==> config.mk <==
export PLATFORM = sky130hd
export DESIGN_NAME = instr_encoder
export DESIGN_NICKNAME = d
export VERILOG_FILES = /design/src/rtl/rv_enc_pkg.sv /design/src/rtl/enc_fifo.sv /design/src/rtl/instr_encoder.sv
export SDC_FILE = /design/constraint.sdc
export NUM_CORES = 1
export LEC_CHECK = 0
export ABC_AREA = 1
export CORE_ASPECT_RATIO = 0.7
export CORE_MARGIN = 1.5
export CORE_UTILIZATION = 59
export CTS_BUF_LIST = sky130_fd_sc_hd__clkbuf_4
export CTS_CLUSTER_DIAMETER = 60
export DETAILED_ROUTE_END_ITERATION = 10
export DONT_BUFFER_PORTS = 1
export PLACE_DENSITY = 0.81
export SYNTH_ARGS = -nofsm -noshare
export SYNTH_HDL_FRONTEND = slang
export SYNTH_SLANG_ARGS = --single-unit
==> constraint.sdc <==
create_clock -name clk -period 3.1 [get_ports clk]
set_input_delay 0.93 -clock clk [delete_from_list [all_inputs] [get_ports clk]]
set_output_delay 0.93 -clock clk [all_outputs]
set_load 0.005 [all_outputs]
==> src/rtl/rv_enc_pkg.sv <==
// Shared RV32 encode/decode definitions: opcodes, op classes, team ALU codes
// and the pure encode/legality functions used by the encoder.
package rv_enc_pkg;

    typedef enum logic [2:0] {
        OpR      = 3'd0,
        OpLoad   = 3'd1,
        OpStore  = 3'd2,
        OpImm    = 3'd3,
        OpBranch = 3'd4,
        OpJal    = 3'd5,
        OpJalr   = 3'd6,
        OpRsvd   = 3'd7
    } op_class_e;

    typedef enum logic [3:0] {
        AluAdd  = 4'd0,
        AluSub  = 4'd1,
        AluAnd  = 4'd2,
        AluOr   = 4'd3,
        AluXor  = 4'd4,
        AluBeq  = 4'd5,
        AluBne  = 4'd6,
        AluBlt  = 4'd7,
        AluBge  = 4'd8,
        AluBltu = 4'd9,
        AluBgeu = 4'd10
    } alu_sel_e;

    localparam logic [6:0] OpcodeR      = 7'b0110011;
    localparam logic [6:0] OpcodeLoad   = 7'b0000011;
    localparam logic [6:0] OpcodeStore  = 7'b0100011;
    localparam logic [6:0] OpcodeImm    = 7'b0010011;
    localparam logic [6:0] OpcodeBranch = 7'b1100011;
    localparam logic [6:0] OpcodeJal    = 7'b1101111;
    localparam logic [6:0] OpcodeJalr   = 7'b1100111;
    localparam logic [6:0] Funct7Sub    = 7'b0100000;
    localparam logic [2:0] Funct3Word   = 3'b010;

    function automatic logic [2:0] alu_funct3(input logic [3:0] alu_sel);
        logic [2:0] f3;
        case (alu_sel)
            AluAnd:  f3 = 3'b111;
            AluOr:   f3 = 3'b110;
            AluXor:  f3 = 3'b100;
            AluBne:  f3 = 3'b001;
            AluBlt:  f3 = 3'b100;
            AluBge:  f3 = 3'b101;
            AluBltu: f3 = 3'b110;
            AluBgeu: f3 = 3'b111;
            default: f3 = 3'b000;
        endcase
        return f3;
    endfunction

    function automatic logic [31:0] encode(input logic [2:0]  op_class,
                                           input logic [3:0]  alu_sel,
                                           input logic [4:0]  rd,
                                           input logic [4:0]  rs1,
                                           input logic [4:0]  rs2,
                                           input logic [31:0] imm);
        logic [2:0]  f3;
        logic [6:0]  f7;
        logic [31:0] word;
        logic        unused_imm;
        // Upper immediate bits never reach any format.
        unused_imm = ^imm[31:21];
        f3   = alu_funct3(alu_sel);
        f7   = (alu_sel == AluSub) ? Funct7Sub : 7'b0000000;
        word = '0;
        case (op_class_e'(op_class))
            OpR:      word = {f7, rs2, rs1, f3, rd, OpcodeR};
            OpLoad:   word = {imm[11:0], rs1, Funct3Word, rd, OpcodeLoad};
            OpStore:  word = {imm[11:5], rs2, rs1, Funct3Word, imm[4:0], OpcodeStore};
            OpImm:    word = {imm[11:0], rs1, f3, rd, OpcodeImm};
            OpBranch: word = {imm[12], imm[10:5], rs2, rs1, f3, imm[4:1], imm[11],
                              OpcodeBranch};
            OpJal:    word = {imm[20], imm[10:1], imm[11], imm[19:12], rd, OpcodeJal};
            OpJalr:   word = {imm[11:0], rs1, 3'b000, rd, OpcodeJalr};
            default:  word = '0;
        endcase
        return word;
    endfunction

    function automatic logic is_legal(input logic [2:0] op_class, input logic [3:0] alu_sel);
        logic ok;
        case (op_class_e'(op_class))
            OpR:      ok = (alu_sel <= AluXor);
            OpImm:    ok = (alu_sel <= AluXor) && (alu_sel != AluSub);
            OpBranch: ok = (alu_sel >= AluBeq) && (alu_sel <= AluBgeu);
            OpLoad, OpStore, OpJal, OpJalr: ok = (alu_sel == AluAdd);
            default:  ok = 1'b0;
        endcase
        return ok;
    endfunction

endpackage

==> src/rtl/enc_fifo.sv <==
// Synchronous power-of-two FIFO holding encoded instruction words.
module enc_fifo #(
    parameter int unsigned DEPTH = 4,
    parameter int unsigned WIDTH = 32
) (
    input  logic                     clk,
    input  logic                     rst,
    input  logic                     push,
    input  logic                     pop,
    input  logic [WIDTH-1:0]         wdata,
    output logic [WIDTH-1:0]         rdata,
    output logic                     full,
    output logic                     empty,
    output logic [$clog2(DEPTH):0]   count
);

    localparam int unsigned PtrW = $clog2(DEPTH);
    localparam logic [PtrW:0] FullCnt = (PtrW + 1)'(DEPTH);

    logic [WIDTH-1:0] mem_q [DEPTH];
    logic [PtrW-1:0]  wr_ptr_q, rd_ptr_q;
    logic [PtrW:0]    count_q, count_d;
    logic             do_push, do_pop;

    assign full    = (count_q == FullCnt);
    assign empty   = (count_q == '0);
    assign count   = count_q;
    assign rdata   = mem_q[rd_ptr_q];
    assign do_push = push && !full;
    assign do_pop  = pop && !empty;

    always_comb begin
        count_d = count_q;
        case ({do_push, do_pop})
            2'b10:   count_d = count_q + 1'b1;
            2'b01:   count_d = count_q - 1'b1;
            default: count_d = count_q;
        endcase
    end

    always_ff @(posedge clk) begin
        if (rst) begin
            wr_ptr_q <= '0;
            rd_ptr_q <= '0;
            count_q  <= '0;
        end else begin
            count_q <= count_d;
            if (do_push) wr_ptr_q <= wr_ptr_q + 1'b1;
            if (do_pop)  rd_ptr_q <= rd_ptr_q + 1'b1;
        end
    end

    always_ff @(posedge clk) begin
        if (do_push) mem_q[wr_ptr_q] <= wdata;
    end

endmodule

==> src/rtl/instr_encoder.sv <==
// Encodes instruction requests into RV32 words and streams them into instruction memory.
// Define ENC_ILLEGAL_CHECK_EN to drop illegal requests and raise the sticky err flag.
module instr_encoder
    import rv_enc_pkg::*;
#(
    parameter int unsigned DEPTH     = 4,
    parameter int unsigned ADDR_W    = 8,
    parameter int unsigned BASE_ADDR = 0
) (
    input  logic              clk,
    input  logic              rst,
    input  logic              in_valid,
    output logic              in_ready,
    input  logic [2:0]        op_class,
    input  logic [3:0]        alu_sel,
    input  logic [4:0]        rd,
    input  logic [4:0]        rs1,
    input  logic [4:0]        rs2,
    input  logic [31:0]       imm,
    input  logic              flush,
    output logic              imem_we,
    input  logic              imem_ready,
    output logic [ADDR_W-1:0] imem_addr,
    output logic [31:0]       imem_wdata,
    output logic              done,
    output logic [ADDR_W:0]   wr_count,
    output logic              err
);

    localparam int unsigned CntW = $clog2(DEPTH) + 1;

    typedef enum logic [1:0] {StIdle, StWrite, StDrain, StDone} state_e;

    state_e            state_q, state_d;
    logic              fifo_full, fifo_empty;
    logic [CntW-1:0]   fifo_count;
    logic [31:0]       enc_word, fifo_head;
    logic              accept, push, pop, illegal;
    logic [ADDR_W-1:0] addr_q;
    logic [ADDR_W:0]   cnt_q;

    // A request arriving together with flush is refused.
    assign in_ready = !fifo_full && (state_q != StDrain);
    assign accept   = in_valid && in_ready && !flush;
    assign enc_word = encode(op_class, alu_sel, rd, rs1, rs2, imm);
    assign push     = accept && !illegal;
    assign imem_we  = !fifo_empty;
    assign pop      = imem_we && imem_ready;

    assign imem_wdata = fifo_empty ? 32'h0 : fifo_head;
    assign imem_addr  = addr_q;
    assign wr_count   = cnt_q;

`ifdef ENC_ILLEGAL_CHECK_EN
    logic err_q;

    assign illegal = !is_legal(op_class, alu_sel);
    assign err     = err_q;

    always_ff @(posedge clk) begin
        if (rst) begin
            err_q <= 1'b0;
        end else if (accept && illegal) begin
            err_q <= 1'b1;
        end
    end
`else
    assign illegal = 1'b0;
    assign err     = 1'b0;
`endif

    enc_fifo #(
        .DEPTH (DEPTH),
        .WIDTH (32)
    ) u_fifo (
        .clk   (clk),
        .rst   (rst),
        .push  (push),
        .pop   (pop),
        .wdata (enc_word),
        .rdata (fifo_head),
        .full  (fifo_full),
        .empty (fifo_empty),
        .count (fifo_count)
    );

    always_ff @(posedge clk) begin
        if (rst) begin
            addr_q <= ADDR_W'(BASE_ADDR);
            cnt_q  <= '0;
        end else if (pop) begin
            addr_q <= addr_q + 1'b1;
            if (cnt_q != '1) cnt_q <= cnt_q + 1'b1;
        end
    end

    always_comb begin
        state_d = state_q;
        done    = 1'b0;
        unique case (state_q)
            StIdle:  if (!fifo_empty) state_d = StWrite;
            StWrite: if (pop && !push && fifo_count == CntW'(1)) state_d = StIdle;
            StDrain: if (fifo_empty) state_d = StDone;
            StDone: begin
                done    = 1'b1;
                state_d = StIdle;
            end
            default: state_d = StIdle;
        endcase
        if (flush) state_d = StDrain;
    end

    always_ff @(posedge clk) begin
        if (rst) begin
            state_q <= StIdle;
        end else begin
            state_q <= state_d;
        end
    end

endmodule

==> results.yml, run 1 <==
power_and_ir_drop:
  irDropWorstVdd_uv: 398
  p_sw_frac: 0.341
  power.switching_mw: 1.71
  clockPowerShare: 0.255
  p_seq_frac: 0.477
  comb_power_share: 0.268
  p_per_area_nw_per_um2: 684
  p_int_mw: 3.29
  p_leak_nw: 2.69
route:
  post_drt_via_cell_ratio: 5.74
  dr.pass1.iters: 5
  initialDrtViolationCount: 460
  wl_per_cell_um: 17.6
  drcViolationCount: 0
  vias: 4877
  postRouteAntennaNets: 0
  drt-total-wl_mm: 15.0
worst_setup_path:
  cp-start-kind: "flop"
  timing.rr.end: "u_fifo.count[2]$_SDFFE_PP0P_"
  cp_max_fo: 22
  cp_num_buf_inv: 4
  ff2ff_setup_slack_ns: 1.02
  crit_chain: "inv_1, ha_1, nand2_4, clkinvlp_4, buf_6, a21oi_1, buf_4"
  critPathCaptureType: "primary output"
  endpoint: "imem_wdata[0]"
  ff2ff_path_depth: 9
  cp.arrival_ns: 2.00
  worst_ep_required_time_ns: 2.17
  critical_path.max_stage_delay_ns: 0.36
  crit_start: "u_fifo.count[0]$_SDFFE_PP0P_"
  worstReg2RegStart: "u_fifo.count[0]$_SDFFE_PP0P_"
  crit_slowest_cell: "dfxtp_2"
  worst-path-stages: 7
  path_class: "reg -> out"
  crit_family: "buffers and inverters"
clock_network:
  cts_buffers: 17
  cts-root-buf: "clkbuf_4"
  cts_max_path_buffers: 2
  clk_latency_ns: 0.54
  cts.clk_slew.worst_paths_ns: 0.13
  cts-htree-levels: 4
  cts_tree: "built"
  clock_sinks: 152
  postCtsHoldBufs: 0
grt:
  grt_pass1_vias: 4633
  use_met3: 0.0786
  grt-busiest-layer: "met2"
  grt_overflow: 0
  antenna_found_initial: 0
  grt_pass1_wl_mm: 23.4
  grt_usage: 0.255
  grt_util_met1: 0.321
  met2_usage: 0.418
  grt_max_degree: 63
die:
  rows: 32
  start_util: 0.613
  die_y_um: 93.0
  pin_count: 112
  die-area_um2: 12200
  fp.coreArea_um2: 11100
  die_w_um: 132
hold_path:
  hold_class: "in -> reg"
logic_synthesis:
  yosysWarnings: 0
  synth-async-reset-ratio: 0
  ys_types: 35
  synthTopCellsByArea: "edfxtp_1, nor2_1, dfxtp_1, o21ai_0, a21oi_1"
  yosysSeqAreaShare: 0.628
  synth.top_cell.area_share: 0.546
  yosysTopAreaCell: "edfxtp_1"
  syn_area_um2: 6820
  yosys_most_used_dff: "edfxtp_1"
  synth_nets: 755
  syn_avg_cell_area_um2: 10.1
  synth_edf_count: 124
  synth_seq_cells: 152
  syn_inst: 679
layout:
  final_cell_mix: "nor2_1, edfxtp_1, o21ai_0"
  final_core_util: 0.657
  multi_input_area_um2: 2150
  n_fill_cell: 844
  area_growth_pct: 7.19
  drive_gt1_frac: 0.103
  regArea_um2: 4290
  final_common_cell: "nor2_1"
  nets: 760
  finalInstanceArea_um2: 7310
  diodes: 0
timing:
  fmax_mhz: 342
  tns_ns: 0
  grt_setup_unrepaired: "no"
  period_share: 0.944
  setup_violations: 0
  skew_ns: 0.0121
  slew_headroom: 0.539
  maxSlewViolCount: 0
  worst_slew_pin_slew_ns: 0.690
  fin_crit_ns: 2.93
  hold_viol_final: 0
  worst_slack_ns: 0.172
placement:
  hpwl_mm: 9.28
  place_ws_ns: 0.475
  io_buffer_count: 0
  place.gp.congestion: 0.934
  placed_area_um2: 6990
flow_run:
  drv_cap: 0
outcome:
  outcome: "completed"
stage by stage:
| step | power (mW) | std cells | hold WS (ns) |
|---|---|---|---|
| final | 5.00 | 850 | 0.442 |
| after floorplan | 3.36 | 679 | 0.436 |
| after global placement | 3.65 | 816 | 0.450 |
| after global routing | 5.27 | 850 | 0.373 |
| after CTS | 5.01 | 850 | 0.392 |
| after detailed placement | 3.71 | 816 | 0.465 |
per-layer routing:
| metal | share of wire | wire (um) | up-vias |
|---|---|---|---|
| met1 | 0.41 | 6150 | 2321 |
| met2 | 0.49 | 7350 | 212 |
| met4 | 0.021 | 307 | 0 |
| li1 | - | - | 2313 |
| met3 | 0.076 | 1140 | 31 |
| met5 | 0 | 0 | - |
synthesized netlist by cell type, types with 2 or more instances:
master and instances:
nor2_1 161, edfxtp_1 124, o21ai_0 69, nand2_1 64, inv_1 59, a21oi_1 55, dfxtp_1 28, ha_1 17
o21ai_1 14, nand3_1 11, buf_4 9, o22ai_1 9, clkbuf_1 8, inv_2 7, clkbuf_2 6, a22o_1 5
buf_2 4, nor2_2 4, nand3_2 3, o211ai_1 3, nand2_2 2, nand2_4 2, nor3_2 2, nor3b_1 2
logic make-up (layout without fill, tap and decap cells):
kind of cell	count (synthesis)	count (layout)	synth area share
xor gates and xnor gates	2	2	0.00257
and+or+nand+nor	256	256	0.157
buffers and inverters	93	111	0.0579
AOI/OAI and AO/OA	158	158	0.123
adders and majority gates	17	17	0.0312
other	1	1	0.000550
DFF	152	152	0.628
power groups by stage:
stage / clock, mW / combinational, mW / sequential (mW)
after global placement: 0 / 1.22 / 2.42
after CTS: 1.30 / 1.34 / 2.38
after floorplan: 0 / 0.949 / 2.41
after detailed placement: 0 / 1.28 / 2.43
after global routing: 1.39 / 1.50 / 2.39
final: 1.28 / 1.34 / 2.38
flip-flops by register name (all words and copies together), names as in the netlist, named ones only:
name             count
state_q              2
u_fifo.count         3
u_fifo.mem_q       124
u_fifo.wr_ptr_q      2
wr_count             9
u_fifo.rd_ptr_q      2
imem_addr            8
how the worst min path moves through the flow:
stage	from	endpoint	slack [ns]	cells past startpoint
floorplan	u_fifo.rd_ptr_q[1]$_SDFFE_PP0P_	flop	0.44	2
global placement	u_fifo.rd_ptr_q[1]$_SDFFE_PP0P_	u_fifo.rd_ptr_q[1]$_SDFFE_PP0P_	0.45	2
detailed placement	u_fifo.rd_ptr_q[0]$_SDFFE_PP0P_	flop	0.47	1
CTS	rst	imem_addr[6]$_SDFFE_PP0P_	0.39	1
global route	rst	wr_count[8]$_SDFFE_PP0P_	0.37	1
finish	rst	imem_addr[6]$_SDFFE_PP0P_	0.44	1
cell type report:
class | count | area share
well taps | 153 | 0.0262
inverters | 66 | 0.0344
flip-flops and latches | 152 | 0.586
repair buffers | 13 | 0.0173
multi-input cells | 434 | 0.295
clock buffers | 17 | 0.0174
clock inverters | 15 | 0.0241
repair_timing:
item,in CTS,in global routing
resized for setup,2,1
endpoints found under the setup margin,23,11
buffers inserted,2,0
pin swaps,0,1
Power figures use the tool's default switching activity.
==> run 2: changes to the inputs <==
--- a/config.mk
+++ b/config.mk
@@ -6,14 +6,17 @@
 export NUM_CORES = 1
 export LEC_CHECK = 0
 export ABC_AREA = 1
+export CELL_PAD_IN_SITES_DETAIL_PLACEMENT = 2
+export CELL_PAD_IN_SITES_GLOBAL_PLACEMENT = 2
 export CORE_ASPECT_RATIO = 0.7
 export CORE_MARGIN = 1.5
-export CORE_UTILIZATION = 59
+export CORE_UTILIZATION = 37
 export CTS_BUF_LIST = sky130_fd_sc_hd__clkbuf_4
 export CTS_CLUSTER_DIAMETER = 60
 export DETAILED_ROUTE_END_ITERATION = 10
 export DONT_BUFFER_PORTS = 1
-export PLACE_DENSITY = 0.81
+export HOLD_SLACK_MARGIN = 0.05
+export PLACE_DENSITY = 0.8
 export SYNTH_ARGS = -nofsm -noshare
 export SYNTH_HDL_FRONTEND = slang
 export SYNTH_SLANG_ARGS = --single-unit
==> run 2 against run 1 <==
Compared with the run above:
- combinational power up 21%
- critical path type unchanged
- critical endpoint is now imem_wdata[31]
- critical path depth is the same
- largest cell class unchanged
- via count grew 0.92%
- sequential cell count stayed put
==> results.yml, run 2 (synthesized netlist as in run 1, its figures left out) <==
clock_network:
  clk_latency_ns: 0.57
  cts-htree-levels: 4
  cts_setup_buffers: 0
  post_cts_resized: 3
  postCtsHoldBufs: 0
  cts_tree: "built"
  clock_sinks: 152
  cts_buffers: 17
  cts.clk_slew.worst_paths_ns: 0.14
  cts-root-buf: "clkbuf_4"
  cts_max_path_buffers: 2
worst_setup_path:
  worst_ep_required_time_ns: 2.17
  path_class: "reg -> out"
  cp-start-kind: "flop"
  cp.arrival_ns: 2.01
  crit_family: "buffers and inverters"
  critical_path.max_stage_delay_ns: 0.37
  cp_num_buf_inv: 4
  crit_slowest_cell: "dfxtp_2"
  critPathCaptureType: "primary output"
  cp_max_fo: 31
  crit_top_cell: "inv_1"
  crit_chain: "inv_1, ha_1, nand2_4, inv_1, buf_12, a21oi_2, buf_4"
power_and_ir_drop:
  irDropWorstVdd_uv: 323
  p_per_area_nw_per_um2: 690
  power_mw: 5.25
  p_leak_nw: 2.78
die:
  fp.coreArea_um2: 18100
  die_w_um: 165
  start_util: 0.378
  pin_count: 112
  die-area_um2: 19300
  rows: 41
  die_y_um: 117
route:
  dr.pass1.iters: 4
  post_drt_via_cell_ratio: 5.19
  drt-total-wl_mm: 19.4
  drcViolationCount: 0
  wl_per_cell_um: 20.4
  vias: 4922
  postRouteAntennaNets: 0
  initialDrtViolationCount: 248
layout:
  regMostFlops: "u_fifo.mem_q"
  largest_register_ffs: 124
  final_common_cell: "nor2_1"
  finalInstanceArea_um2: 7610
  multi_input_area_um2: 2200
  area_growth_pct: 11.5
  nets: 776
  regArea_um2: 4290
  drive_gt1_frac: 0.136
  final_cell_mix: "nor2_1, edfxtp_1, o21ai_0"
  diodes: 0
  n_fill_cell: 1930
timing:
  fmax_mhz: 340
  skew_ns: 0.0196
  worst_slew_pin_slew_ns: 0.639
  slew_headroom: 0.574
  grt_setup_unrepaired: "no"
  fin_crit_ns: 2.94
  setup_violations: 0
  maxSlewViolCount: 0
  period_share: 0.950
  holdWs_ns: 0.417
  hold_viol_final: 0
grt:
  grt_overflow: 0
  grt_usage: 0.211
  grt_max_degree: 45
  antenna_found_initial: 0
  grt_pass1_wl_mm: 30.1
  grt_pass1_vias: 5523
placement:
  hpwl_mm: 13.1
  place.gp.congestion: 0.732
  placed_area_um2: 7280
  io_buffer_count: 0
hold_path:
  hold_class: "in -> reg"
outcome:
  outcome: "completed"
flow_run:
  drv_cap: 0
==> run 2: cell count changes in the layout (fill, tap and decap cells not counted), sizes merged <==
| cell | delta |
|---|---|
| buf | +15 |
| bufinv | -2 |
| clkbuf | +1 |
| clkinv | -1 |
| clkinvlp | -3 |
| inv | +6 |
==> run 2: path summary, 6_finish.rpt <==
path,start,endpoint,slack [ns],cells past startpoint
worst min register to register,wr_count[8]$_SDFFE_PP0P_,wr_count[8]$_SDFFE_PP0P_,0.51,2
worst min-delay path,rst,wr_count[8]$_SDFFE_PP0P_,0.42,1
worst max register to register,u_fifo.count[0]$_SDFFE_PP0P_,u_fifo.count[2]$_SDFFE_PP0P_,0.88,10
worst max-delay path,u_fifo.count[0]$_SDFFE_PP0P_,imem_wdata[31],0.16,7
==> run 2: routing by layer <==
metal,routed length [um],GRT usage
met4,267,0.0601
met3,833,0.0504
met2,9760,0.368
met1,8540,0.264
met5,0,0
==> run 2: power breakdown <==
group	switching, mW	internal (mW)	total (mW)
Sequential	0.0632	2.33	2.39
Combinational	1.09	0.534	1.62
Clock	0.803	0.435	1.24
Total	1.96	3.30	5.25
==> run 2: layout make-up <==
type | count | area share
multi-input combinational | 434 | 0.290
clock inverter | 15 | 0.0210
timing repair buffer | 29 | 0.0376
inverter | 66 | 0.0329
clock buffer | 17 | 0.0168
tap | 236 | 0.0388
sequential | 152 | 0.563
==> run 2: worst register-to-register path, stage by stage (launching register included) <==
cell and delay, ns:
dfxtp_2 0.37, inv_1 0.09, ha_1 0.26, nand2_1 0.12, nand4_2 0.10, buf_4 0.21
ha_1 0.36, nor2_1 0.13, o21ai_0 0.15, o21ai_0 0.25, a21oi_1 0.07
==> run 2: stage by stage <==
| step | cells | setup slack [ns] | utilization | setup TNS [ns] |
|---|---|---|---|---|
| finish | 949 | 0.156 | 0.421 | 0 |
| global placement | 917 | 0.678 | 0.403 | 0 |
| global route | 949 | 0.0117 | 0.421 | 0 |
| floorplan | 679 | 0.0963 | - | 0 |
| CTS | 949 | -0.0212 | 0.420 | -0.0423 |
| detailed placement | 917 | 0.644 | 0.403 | 0 |
